File: src/rtl/t03_wb_pkg.sv
`default_nettype none
// ============================================================================
// Module   : t03_wb_pkg
// Brief    : Shared types and constants for the queued Wishbone manager:
//            FSM state enum, default-width request record, completion status
//            codes and a helper that sizes a flattened request entry.
// Revision : 1.0 - initial release
// ============================================================================
package t03_wb_pkg;

    // Manager FSM states; single-bit encoding kept explicit.
    typedef enum logic [0:0] {
        IDLE = 1'b0,
        WAIT = 1'b1
    } wb_state_t;

    // Default bus widths, used for the record view of a queued request.
    localparam int WB_ADDR_W = 32;
    localparam int WB_DATA_W = 32;

    typedef struct packed {
        logic                   we;
        logic [WB_ADDR_W-1:0]   adr;
        logic [WB_DATA_W-1:0]   dat;
        logic [WB_DATA_W/8-1:0] sel;
    } wb_req_t;

    // Completion status codes.
    localparam logic [1:0] c_STAT_OK  = 2'd0;
    localparam logic [1:0] c_STAT_ERR = 2'd1;
    localparam logic [1:0] c_STAT_TMO = 2'd2;

    // Bits needed to hold one flattened request {we, adr, dat, sel}.
    function automatic int req_width(input int aw, input int dw);
        return 1 + aw + dw + dw / 8;
    endfunction

endpackage
`default_nettype wire

File: src/rtl/t03_wishbone_queued_manager_fifo.sv
`default_nettype none
// ============================================================================
// Module   : t03_wb_req_fifo
// Brief    : Synchronous request FIFO. Pointers carry one extra wrap bit so
//            full/empty come from a plain pointer compare.
// Revision : 1.0 - initial release
// ============================================================================
module t03_wb_req_fifo #(
    parameter  int WIDTH = 8,
    parameter  int DEPTH = 4,
    localparam int PTR_W = $clog2(DEPTH) + 1
) (
    input  logic             clk,
    input  logic             rst_n,
    input  logic             i_push,
    input  logic [WIDTH-1:0] i_data,
    input  logic             i_pop,
    output logic [WIDTH-1:0] o_data,
    output logic             o_full,
    output logic             o_empty,
    output logic [PTR_W-1:0] o_count
);

    logic [WIDTH-1:0] r_mem [DEPTH];
    logic [PTR_W-1:0] r_wr;
    logic [PTR_W-1:0] r_rd;
    logic             w_do_push;
    logic             w_do_pop;

    assign w_do_push = i_push && !o_full;
    assign w_do_pop  = i_pop && !o_empty;

    // Same index bits with differing wrap bits means the writer lapped the reader.
    assign o_full  = (r_wr[PTR_W-1] != r_rd[PTR_W-1]) &&
                     (r_wr[PTR_W-2:0] == r_rd[PTR_W-2:0]);
    assign o_empty = (r_wr == r_rd);
    assign o_count = r_wr - r_rd;
    assign o_data  = r_mem[r_rd[PTR_W-2:0]];

    // Storage needs no reset; only the pointers define what is valid.
    always_ff @(posedge clk) begin
        if (w_do_push) begin
            r_mem[r_wr[PTR_W-2:0]] <= i_data;
        end
    end

    // Advance the pointers; reset flushes the queue.
    always_ff @(posedge clk or negedge rst_n) begin
        if (!rst_n) begin
            r_wr <= '0;
            r_rd <= '0;
        end else begin
            if (w_do_push) r_wr <= r_wr + 1'b1;
            if (w_do_pop)  r_rd <= r_rd + 1'b1;
        end
    end

endmodule
`default_nettype wire

File: src/rtl/t03_wishbone_queued_manager.sv
`default_nettype none
// ============================================================================
// Module   : t03_wishbone_queued_manager
// Brief    : Wishbone classic-cycle manager. Client requests are queued and
//            issued one at a time; each ends with a one-cycle response
//            reporting OK, bus error or watchdog timeout.
// Revision : 1.0 - initial release
// ============================================================================
module t03_wishbone_queued_manager
    import t03_wb_pkg::*;
#(
    parameter int ADDR_W  = 32,
    parameter int DATA_W  = 32,
    parameter int DEPTH   = 4,
    parameter int TIMEOUT = 256
) (
    input  logic                CLK,
    input  logic                nRST,
    input  logic                REQ_VALID_I,
    output logic                REQ_READY_O,
    input  logic                REQ_WE_I,
    input  logic [ADDR_W-1:0]   REQ_ADR_I,
    input  logic [DATA_W-1:0]   REQ_DAT_I,
    input  logic [DATA_W/8-1:0] REQ_SEL_I,
    output logic                RSP_VALID_O,
    output logic [DATA_W-1:0]   RSP_DAT_O,
    output logic                RSP_ERR_O,
    output logic                RSP_TIMEOUT_O,
    output logic                BUSY_O,
    input  logic [DATA_W-1:0]   DAT_I,
    input  logic                ACK_I,
    input  logic                ERR_I,
    output logic [ADDR_W-1:0]   ADR_O,
    output logic [DATA_W-1:0]   DAT_O,
    output logic [DATA_W/8-1:0] SEL_O,
    output logic                WE_O,
    output logic                STB_O,
    output logic                CYC_O
);

    localparam int c_SEL_W = DATA_W / 8;
    localparam int c_REQ_W = req_width(ADDR_W, DATA_W);
    localparam int c_PTR_W = $clog2(DEPTH) + 1;
    localparam int c_CNT_W = (TIMEOUT > 1) ? $clog2(TIMEOUT) : 1;
    localparam logic [c_CNT_W-1:0] c_TMO_LAST = c_CNT_W'(TIMEOUT - 1);
    localparam logic [0:0] c_ST_IDLE = IDLE;
    localparam logic [0:0] c_ST_WAIT = WAIT;

    logic [0:0]          r_state;
    logic [ADDR_W-1:0]   r_adr;
    logic [DATA_W-1:0]   r_dat;
    logic [c_SEL_W-1:0]  r_sel;
    logic                r_we;
    logic                r_cyc;
    logic [c_CNT_W-1:0]  r_cnt;
    logic                r_rsp_valid;
    logic                r_rsp_err;
    logic                r_rsp_tmo;
    logic [DATA_W-1:0]   r_rsp_dat;

    logic [c_REQ_W-1:0]  w_req_in;
    logic [c_REQ_W-1:0]  w_head;
    logic                w_full;
    logic                w_empty;
    logic [c_PTR_W-1:0]  w_count;
    logic                w_push;
    logic                w_pop;
    logic                w_head_we;
    logic [ADDR_W-1:0]   w_head_adr;
    logic [DATA_W-1:0]   w_head_dat;
    logic [c_SEL_W-1:0]  w_head_sel;
    logic                w_done;
    logic [1:0]          w_status;

    // Requests travel through the queue flattened as {we, adr, dat, sel}.
    assign w_req_in   = {REQ_WE_I, REQ_ADR_I, REQ_DAT_I, REQ_SEL_I};
    assign w_head_we  = w_head[c_REQ_W-1];
    assign w_head_adr = w_head[c_REQ_W-2 -: ADDR_W];
    assign w_head_dat = w_head[c_SEL_W +: DATA_W];
    assign w_head_sel = w_head[c_SEL_W-1:0];

    // A full queue refuses the push even if the head leaves this cycle.
    assign w_push = REQ_VALID_I && !w_full;
    assign w_pop  = (r_state == c_ST_IDLE) && !w_empty;

    t03_wb_req_fifo #(
        .WIDTH (c_REQ_W),
        .DEPTH (DEPTH)
    ) u_req_fifo (
        .clk     (CLK),
        .rst_n   (nRST),
        .i_push  (w_push),
        .i_data  (w_req_in),
        .i_pop   (w_pop),
        .o_data  (w_head),
        .o_full  (w_full),
        .o_empty (w_empty),
        .o_count (w_count)
    );

    // Decide whether the in-flight cycle ends now: error beats ack beats timeout.
    always_comb begin
        w_done   = 1'b0;
        w_status = c_STAT_OK;
        if (ERR_I) begin
            w_done   = 1'b1;
            w_status = c_STAT_ERR;
        end else if (ACK_I) begin
            w_done   = 1'b1;
        end else if ((TIMEOUT != 0) && (r_cnt == c_TMO_LAST)) begin
            w_done   = 1'b1;
            w_status = c_STAT_TMO;
        end
    end

    // Issue queued requests one at a time and retire them with a response pulse.
    always_ff @(posedge CLK or negedge nRST) begin
        if (!nRST) begin
            r_state     <= c_ST_IDLE;
            r_adr       <= '0;
            r_dat       <= '0;
            r_sel       <= '0;
            r_we        <= 1'b0;
            r_cyc       <= 1'b0;
            r_cnt       <= '0;
            r_rsp_valid <= 1'b0;
            r_rsp_err   <= 1'b0;
            r_rsp_tmo   <= 1'b0;
            r_rsp_dat   <= '0;
        end else begin
            r_rsp_valid <= 1'b0;
            r_rsp_err   <= 1'b0;
            r_rsp_tmo   <= 1'b0;
            if (r_state == c_ST_IDLE) begin
                if (!w_empty) begin
                    r_adr   <= w_head_adr;
                    r_dat   <= w_head_we ? w_head_dat : '0;
                    r_sel   <= w_head_sel;
                    r_we    <= w_head_we;
                    r_cyc   <= 1'b1;
                    r_cnt   <= '0;
                    r_state <= c_ST_WAIT;
                end
            end else begin
                if (w_done) begin
                    r_adr       <= '0;
                    r_dat       <= '0;
                    r_sel       <= '0;
                    r_we        <= 1'b0;
                    r_cyc       <= 1'b0;
                    r_state     <= c_ST_IDLE;
                    r_rsp_valid <= 1'b1;
                    r_rsp_err   <= (w_status == c_STAT_ERR);
                    r_rsp_tmo   <= (w_status == c_STAT_TMO);
                    // Read data is only captured from a clean acknowledge.
                    if ((w_status == c_STAT_OK) && !r_we) begin
                        r_rsp_dat <= DAT_I;
                    end
                end else begin
                    r_cnt <= r_cnt + 1'b1;
                end
            end
        end
    end

    assign REQ_READY_O   = !w_full;
    assign BUSY_O        = (r_state == c_ST_WAIT) || (w_count != '0);
    assign ADR_O         = r_adr;
    assign DAT_O         = r_dat;
    assign SEL_O         = r_sel;
    assign WE_O          = r_we;
    assign STB_O         = r_cyc;
    assign CYC_O         = r_cyc;
    assign RSP_VALID_O   = r_rsp_valid;
    assign RSP_ERR_O     = r_rsp_err;
    assign RSP_TIMEOUT_O = r_rsp_tmo;
    assign RSP_DAT_O     = r_rsp_dat;

endmodule
`default_nettype wire
File: config.mk
export PLATFORM = sky130hd
export DESIGN_NAME = t03_wishbone_queued_manager
export DESIGN_NICKNAME = d
export VERILOG_FILES = /design/src/rtl/t03_wb_pkg.sv /design/src/rtl/t03_wishbone_queued_manager_fifo.sv /design/src/rtl/t03_wishbone_queued_manager.sv
export SDC_FILE = /design/constraint.sdc
export NUM_CORES = 1
export LEC_CHECK = 0
export CORE_ASPECT_RATIO = 1.1
export CORE_MARGIN = 5
export CORE_UTILIZATION = 58
export CTS_BUF_LIST = sky130_fd_sc_hd__clkbuf_16
export DETAILED_ROUTE_END_ITERATION = 10
export HOLD_SLACK_MARGIN = 0.02
export PLACE_DENSITY = 0.95
export SLEW_MARGIN = 10
export SYNTH_ARGS = -nofsm -noshare
export SYNTH_HDL_FRONTEND = slang
export SYNTH_HIERARCHICAL = 1
export SYNTH_SLANG_ARGS = --single-unit
File: constraint.sdc
create_clock -name CLK -period 10.59 [get_ports CLK]
set_input_delay 2.118 -clock CLK [delete_from_list [all_inputs] [get_ports CLK]]
set_output_delay 2.118 -clock CLK [all_outputs]
set_load 0.1 [all_outputs]
==> flow_summary_export.csv, run 1 <==
group,metric,value,unit
yosys,synth_top_cell_by_area,"edfxtp_1",
hold_path,holdPathEnd,"DAT_O[19]$_DFFE_PN0P_",
global_route,grt_start_max_net_pins,87,
yosys,synth_nets,846,
hold_path,hold_depth,1,
global_route,grt_pass1_vias,8433,
hold_path,hp-class,"register to register",
routing,drt-initial-drc-count,570,
critical_path,cp_max_fo,26,
yosys,synth_area,15000,µm²
routing,num_vias,7752,
yosys,ys.flop_type,"edfxtp_1",
clocking,cts_hold_buf,0,
timing,drv_slew,0,
routing,drt-wirelength-per-cell,23.6,µm
yosys,yosys-top-cells-count,"edfxtp_1, dfrtp_1, mux4_2, a22o_1, a21o_1",
final_layout,syn_to_final_growth,24.2,%
placed_design,io_buffers,213,
critical_path,path_cells,"ha_1 > inv_1 > fa_1 > or4_1 > clkdlybuf4s50_1",
yosys,yosysUniqueCellTypes,48,
hold_path,min_from,"DAT_O[19]$_DFFE_PN0P_",
clocking,clk_transition_reported_paths,60,ps
final_layout,antennaDiodeCount,0,
critical_path,r2r_setup_slack,6440,ps
critical_path,r2r.worst_path.cells,8,
final_layout,final_cells,1322,
yosys,postSynthAreaPerCell,20.5,µm²
routing,first_pass_iters,4,
timing,tightest_slew,1160,ps
timing,finalHoldViolCount,0,
placed_design,dp.cells,1254,
yosys,synth_edf_count,276,
clocking,cts_tree,"done",
clocking,htree_levels,2,
critical_path,worst-path-buf-inv,2,
yosys,yosysWarningCount,6,
global_route,grt_antenna_before_repair,0,
die,rows,61,
final_layout,layout.nets,1062,
clocking,cts-resized-gates,0,
global_route,grt_pass1_wl,48300,µm
critical_path,required,8470,ps
critical_path,critPathTopFamily,"buffers and inverters",
die,die_height,179,µm
critical_path,cpPeakStageDelay,990,ps
critical_path,worst_r2r_endpoint,"ADR_O[13]$_DFFE_PN0P_",
job,drv_cap,0,
routing,viasPerCell,5.86,
final_layout,layout-drive-gt1-share,18.4,%
critical_path,regToRegStartpoint,"u_req_fifo/r_rd[1]$_DFFE_PN0P_",
die,start_util,59.0,%
critical_path,path_class,"register to output port",
die,core,25400,µm²
clocking,cts_setup_buffers,0,
timing,setup_violations,0,
placed_design,dpl.hpwl,18400,µm
clocking,cts.sinks,396,
clocking,cts_buffer_depth,3,
yosys,syn_inst,731,
critical_path,arrival,3510,ps
routing,drc,0,
critical_path,slowest_stage,"clkdlybuf4s50_1",
timing,period_share,53.1,%
critical_path,critPathCaptureType,"output port",
timing,relSlewSlack,22.5,%
timing,period_needed,5620,ps
yosys,ys_seq_area_share,75.4,%
critical_path,startpoint_type,"register",
global_route,grt_usage,21.8,%
routing,wirelength,31300,µm
global_route,overflow,0,
routing,antenna_left,0,
clocking,insertion_delay,520,ps
timing,fin_setup_tns,0,ps
clocking,root_buffer,"clkbuf_16",
yosys,async_flop_share,30.3,%
status,status,"finished clean",
yosys,ys_ff_latch,396,
timing,rsz0062_at_grt,"no",
yosys,synth.most_common_cell,"edfxtp_1",
yosys,synth_top_cell_area_share,55.3,%
timing,clock-skew-final,23.9,ps
die,ios,214,
placed_design,routabilityCongestion,0.765,
die,die_x,163,µm
yosys,synth_area_leaders,"edfxtp_1, dfrtp_1, mux4_2",
timing,fmax,0.178,GHz
die,fp.dieArea,29200,µm²
clocking,cts-buffers-inserted,37,
## worst max path at each step
| stage | startpoint | end | slack (ps) | depth (start not counted) |
|---|---|---|---|---|
| finish | u_req_fifo/r_rd[0]$_DFFE_PN0P_ | BUSY_O | 4970 | 5 |
| global route | u_req_fifo/r_rd[0]$_DFFE_PN0P_ | BUSY_O | 4770 | 5 |
| CTS | u_req_fifo/r_rd[0]$_DFFE_PN0P_ | BUSY_O | 4900 | 5 |
| detailed placement | u_req_fifo/r_rd[0]$_DFFE_PN0P_ | BUSY_O | 5450 | 5 |
| global placement | u_req_fifo/r_rd[0]$_DFFE_PN0P_ | BUSY_O | 5450 | 5 |
| floorplan | REQ_VALID_I | u_req_fifo/r_mem[3][0]$_DFFE_PP_ | 6090 | 2 |
## cell type report
cell class	instances	area, µm²
inverter	12	45.0
clock buffer	37	926
fill	1437	6810
multi-input combinational	282	3460
sequential	396	11300
timing repair buffer	218	2170
clock inverter	31	270
tap	346	433
## cells by family (layout without fill, tap and decap cells)
kind of cell	after synthesis	after routing	synth area share (%)
AOI/OAI and AO/OA	87	87	4.71
DFF	396	396	75.4
buffers and inverters	53	298	1.89
and+or+nand+nor	76	76	3.77
muxes	106	106	13.2
xor gates and xnor gates	4	4	0.284
adders and majority gates	9	9	0.802
## per-stage QoR
step	area (µm²)	hold WS [ps]	util (%)	worst slack (ps)
6_report	18600	476	73.2	4970
5_1_grt	18600	494	73.2	4770
4_1_cts	18600	479	73.2	4900
3_5_place_dp	17400	467	68.5	5450
3_3_place_gp	17400	461	68.5	5450
2_1_floorplan	15000	479	-	6090
## state kept, by name, summed over array words and instances, names as in the netlist
register and flops:
u_req_fifo/r_wr 3, WE_O 1, ADR_O 32, RSP_ERR_O 1, DAT_O 32, RSP_VALID_O 1, RSP_TIMEOUT_O 1, u_req_fifo/r_rd 3
u_req_fifo/r_mem 276, CYC_O 1, SEL_O 4, RSP_DAT_O 32, r_state 1, r_cnt 8
## cells in the final DEF (no fill, tap or decap), types with 5 or more instances in the layout
cell type,count
nand2_1,10
a21o_1,33
nor4bb_1,32
inv_1,19
mux4_2,69
mux2_2,31
buf_4,5
a22o_1,38
clkbuf_16,37
dfrtp_1,117
clkinv_2,7
ha_1,8
edfxtp_1,276
nor2_1,6
clkinv_1,8
clkdlybuf4s50_1,212
## layer usage
layer / up-vias / GRT usage [%] / part of all wire (%)
met5: - / 0 / 0
met2: 303 / 39.7 / 54
li1: 3381 / - / -
met4: 0 / 5.28 / 1.7
met1: 4026 / 27.1 / 37
met3: 42 / 4.28 / 6.8
Power of run 1 is left out: the tool's default activity adds up to more than one toggle a clock period on the data nets, which glitch-free logic cannot reach.
==> inputs of run 2 (changes only) <==
--- a/config.mk
+++ b/config.mk
@@ -7,11 +7,11 @@
 export LEC_CHECK = 0
 export CORE_ASPECT_RATIO = 1.1
 export CORE_MARGIN = 5
-export CORE_UTILIZATION = 58
+export CORE_UTILIZATION = 49
 export CTS_BUF_LIST = sky130_fd_sc_hd__clkbuf_16
 export DETAILED_ROUTE_END_ITERATION = 10
 export HOLD_SLACK_MARGIN = 0.02
-export PLACE_DENSITY = 0.95
+export PLACE_DENSITY = 0.87
 export SLEW_MARGIN = 10
 export SYNTH_ARGS = -nofsm -noshare
 export SYNTH_HDL_FRONTEND = slang
==> constraint.sdc (replaced) <==
create_clock -name CLK -period 4.8 [get_ports CLK]
set_input_delay 0.96 -clock CLK [delete_from_list [all_inputs] [get_ports CLK]]
set_output_delay 0.96 -clock CLK [all_outputs]
set_load 0.1 [all_outputs]
==> flow_summary_export.csv, run 2 (synthesis results as in run 1) <==
group,metric,value,unit
status,status,"finished clean",
routing,drt-initial-drc-count,588,
die,start_util,49.4,%
hold_path,hp-class,"input port to async pin",
placed_design,dp.cells,1324,
timing,fmax,0.293,GHz
critical_path,cp_common_cell,"inv_1",
routing,drc,0,
die,fp.dieArea,34200,µm²
critical_path,arrival,2460,ps
timing,rsz0062_at_grt,"no",
global_route,overflow,0,
critical_path,cp_num_cells,6,
global_route,grt_start_max_net_pins,74,
final_layout,layout.nets,1065,
critical_path,worst_r2r_endpoint,"ADR_O[10]$_DFFE_PN0P_",
die,die_x,177,µm
global_route,grt_pass1_vias,8215,
clocking,cts_setup_buffers,0,
placed_design,dpl.hpwl,18600,µm
final_layout,nFillCells,2120,
clocking,root_buffer,"clkbuf_16",
timing,setup_violations,0,
critical_path,regToRegStartpoint,"u_req_fifo/r_wr[0]$_DFFE_PN0P_",
critical_path,path_cells,"inv_1 > ha_1 > inv_1 > fa_1 > or4_1 > buf_4",
critical_path,r2r_setup_slack,1620,ps
critical_path,cp_max_fo,4,
routing,num_vias,7726,
clocking,cts-buffers-inserted,38,
global_route,grt_usage,18.0,%
critical_path,endpoint,"BUSY_O",
critical_path,crit_start,"u_req_fifo/r_wr[0]$_DFFE_PN0P_",
clocking,cts_tree,"done",
timing,relSlewSlack,25.8,%
routing,first_pass_iters,4,
critical_path,r2r.worst_path.cells,9,
clocking,clk_transition_reported_paths,60,ps
critical_path,critPathTopFamily,"adder cells",
die,rows,67,
timing,clock-skew-final,24.8,ps
timing,period_needed,3420,ps
timing,drv_slew,0,
timing,tightest_slew,1110,ps
final_layout,largest_reg_flops,276,
die,ios,214,
critical_path,startpoint_type,"register",
critical_path,slowest_stage,"or4_1",
clocking,cts_buffer_depth,3,
clocking,cts-resized-gates,0,
job,drv_cap,0,
timing,finalHoldViolCount,0,
routing,wirelength,31200,µm
die,core,30300,µm²
timing,fin_setup_tns,0,ps
clocking,cts.sinks,396,
final_layout,layout_common_cells,"edfxtp_1, clkdlybuf4s50_1, dfrtp_1",
die,die_height,193,µm
clocking,htree_levels,2,
clocking,cts_hold_buf,0,
placed_design,routabilityCongestion,0.767,
critical_path,required,3840,ps
critical_path,path_class,"register to output port",
critical_path,cpPeakStageDelay,510,ps
global_route,grt_pass1_wl,47900,µm
routing,viasPerCell,5.54,
critical_path,worst-path-buf-inv,3,
final_layout,syn_to_final_growth,24.5,%
placed_design,io_buffers,213,
final_layout,layout-drive-gt1-share,19.0,%
global_route,grt_antenna_before_repair,3,
routing,drt-wirelength-per-cell,22.4,µm
critical_path,critPathCaptureType,"output port",
clocking,insertion_delay,510,ps
final_layout,final_common_cell,"edfxtp_1",
final_layout,final_cells,1394,
timing,period_share,71.2,%
routing,antenna_left,0,
[run 2: changes by cell type in the layout (fill, tap and decap cells not counted), moves of 2 or more]
cell	previous run	this run
clkdlybuf4s50_1	212	210
bufinv_16	4	1
clkinv_8	2	0
clkbuf_16	37	39
clkinv_4	2	0
clkinv_2	7	12
clkinvlp_4	0	2
clkinv_1	8	6
buf_4	5	9
[run 2: layout make-up]
cell class | count | area [µm²] | share of cell area (%)
Tap cell | 414 | 518 | 2.78
Sequential cell | 396 | 11300 | 60.6
Antenna cell | 1 | 2.50 | 0.0134
Clock inverter | 30 | 166 | 0.892
Clock buffer | 39 | 976 | 5.23
Inverter | 12 | 45.0 | 0.242
Timing Repair Buffer | 220 | 2180 | 11.7
Multi-Input combinational cell | 282 | 3460 | 18.5
[run 2: metrics by stage]
step	hold slack, ps	util [%]	setup slack, ps	cell area [µm²]
3_3_place_gp	461	57.7	1640	17500
3_5_place_dp	465	57.7	1590	17500
2_1_floorplan	479	-	1110	15000
4_1_cts	479	61.4	1360	18600
5_1_grt	493	61.4	1290	18600
6_report	470	61.4	1380	18600
[run 2: worst min path at each step]
| stage | to |
|---|---|
| 6_report | RSP_DAT_O[7]$_DFFE_PN0P_ |
| 5_1_grt | DAT_O[30]$_DFFE_PN0P_ |
| 4_1_cts | DAT_O[19]$_DFFE_PN0P_ |
| 3_5_place_dp | DAT_O[19]$_DFFE_PN0P_ |
| 3_3_place_gp | DAT_O[29]$_DFFE_PN0P_ |
| 2_1_floorplan | r_cnt[0]$_DFFE_PN0P_ |
[run 2: layer usage]
metal	up-vias	routed length (µm)	part of all wire, %	global-route usage (%)
met5	-	37	0.12	0
met4	6	630	2.0	4.56
met3	48	2390	7.7	4.51
met2	278	16300	52	31.4
met1	4000	11900	38	22.7
li1	3394	-	-	-
Power of run 2 is left out for the same reason.
==> inputs of run 3 (changes only) <==
==> constraint.sdc (replaced) <==
create_clock -name CLK -period 2.8 [get_ports CLK]
set_input_delay 0.56 -clock CLK [delete_from_list [all_inputs] [get_ports CLK]]
set_output_delay 0.56 -clock CLK [all_outputs]
set_load 0.1 [all_outputs]
==> flow_summary_export.csv, run 3 (synthesis results as in run 1) <==
group,metric,value,unit
status,status,"complete, but fails checks",
status,failed_checks,"setup timing",
critical_path,startpoint_type,"register",
die,rows,67,
final_layout,layout.nets,1086,
timing,relSlewSlack,47.6,%
critical_path,path_class,"register to output port",
routing,wirelength,31100,µm
critical_path,required,2240,ps
timing,setup_ws,-76.5,ps
routing,wl_met2,16100,µm
die,core,30300,µm²
clocking,cts-buffers-inserted,39,
timing,setup_violations,1,
job,drv_cap,0,
timing,fmax,0.348,GHz
final_layout,postLayoutCoreUtil,61.9,%
routing,viasPerCell,5.54,
die,die_x,177,µm
clocking,htree_levels,2,
routing,num_vias,7830,
timing,finalHoldViolCount,0,
critical_path,r2r.worst_path.cells,7,
final_layout,largest_reg_flops,276,
routing,antenna_left,0,
clocking,clk_transition_reported_paths,60,ps
timing,drv_slew,0,
timing,tightest_slew,783,ps
routing,topRoutingLayerUsed,"met5",
critical_path,arrival,2320,ps
routing,wl_met1,12300,µm
global_route,grt_antenna_before_repair,1,
final_layout,nFillCells,2089,
global_route,grt_start_max_net_pins,72,
placed_design,dpl.hpwl,18900,µm
routing,drc,0,
global_route,grt_usage,18.0,%
critical_path,endpoint,"BUSY_O",
critical_path,crit_start,"u_req_fifo/r_rd[0]$_DFFE_PN0P_",
die,start_util,49.4,%
clocking,root_buffer,"clkbuf_16",
die,fp.dieArea,34200,µm²
critical_path,critPathCaptureType,"output port",
critical_path,worst_r2r_endpoint,"u_req_fifo/r_mem[0][24]$_DFFE_PP_",
final_layout,layout_common_cells,"edfxtp_1, buf_4, dfrtp_1",
global_route,grt_pass1_wl,48100,µm
hold_path,hp-class,"register to register",
final_layout,antennaDiodeCount,0,
clocking,cts_buffer_depth,3,
timing,rsz0062_at_grt,"yes",
routing,drt-initial-drc-count,517,
final_layout,final_common_cell,"edfxtp_1",
clocking,cts.sinks,396,
placed_design,io_buffers,213,
critical_path,cp_max_fo,2,
clocking,cts_tree,"done",
routing,drt-wirelength-per-cell,22.0,µm
global_route,overflow,0,
routing,dr_wl_met3,1890,µm
final_layout,layout-drive-gt1-share,31.5,%
placed_design,routabilityCongestion,0.776,
die,ios,214,
timing,clock-skew-final,11.7,ps
clocking,insertion_delay,510,ps
timing,period_share,103,%
final_layout,syn_to_final_growth,25.3,%
critical_path,r2r_setup_slack,250,ps
global_route,grt_pass1_vias,8365,
timing,period_needed,2880,ps
routing,first_pass_iters,5,
die,die_height,193,µm
critical_path,regToRegStartpoint,"u_req_fifo/r_rd[1]$_DFFE_PN0P_",
run 3: changes by cell type in the layout (fill, tap and decap cells not counted), moves of 3 or more:
cell,delta
buf_4,+114
clkdlybuf4s50_1,-106
buf_12,+11
clkinv_2,-6
bufinv_16,+3
run 3: stage by stage:
stage / worst slack, ps / instance area [µm²] / instances / hold WS (ps) / setup TNS [ps]
floorplan: -116 / 15000 / 731 / 264 / -31800
global placement: 349 / 17500 / 1338 / 461 / 0
detailed placement: 284 / 17500 / 1338 / 467 / 0
CTS: -86.7 / 18700 / 1411 / 481 / -86.7
global route: -122 / 18800 / 1414 / 495 / -122
finish: -76.5 / 18800 / 1414 / 476 / -76.5
run 3: worst min path at each step:
stage                          start                     to  slack, ps  depth (start not counted)
6_report       DAT_O[23]$_DFFE_PN0P_  DAT_O[23]$_DFFE_PN0P_        480                          1
5_1_grt        DAT_O[23]$_DFFE_PN0P_  DAT_O[23]$_DFFE_PN0P_        490                          1
4_1_cts        DAT_O[23]$_DFFE_PN0P_  DAT_O[23]$_DFFE_PN0P_        480                          1
3_5_place_dp   DAT_O[23]$_DFFE_PN0P_  DAT_O[23]$_DFFE_PN0P_        470                          1
3_3_place_gp   DAT_O[19]$_DFFE_PN0P_  DAT_O[19]$_DFFE_PN0P_        460                          1
2_1_floorplan                   nRST   ADR_O[0]$_DFFE_PN0P_        260                          0
run 3: cell type report:
cell class | count | area [µm²] | area share, %
Sequential cell | 396 | 11300 | 60.2
Multi-Input combinational cell | 282 | 3480 | 18.5
Timing Repair Buffer | 240 | 2210 | 11.8
Clock buffer | 39 | 976 | 5.20
Tap cell | 414 | 518 | 2.76
Clock inverter | 31 | 251 | 1.34
Inverter | 12 | 45.0 | 0.240
run 3: per-layer routing:
layer	GRT usage (%)	up-vias
li1	-	3430
met1	23.4	4059
met2	31.2	277
met3	3.34	62
met4	4.84	2
met5	0	-
run 3: critical path: stages (launching register included):
cell and delay, ps:
dfrtp_4 480, ha_4 160, inv_2 50, fa_2 430
or4_4 500, buf_12 180
run 3: what timing repair did:
action | in CTS | in global routing
pin swaps | 1 | 0
hold endpoints to repair | 5 | 0
hold buffers | 1 | 0
gates resized for setup | 3 | 3
setup endpoints to repair | 1 | 1
buffers inserted | 2 | 3
Power of run 3 is left out for the same reason.
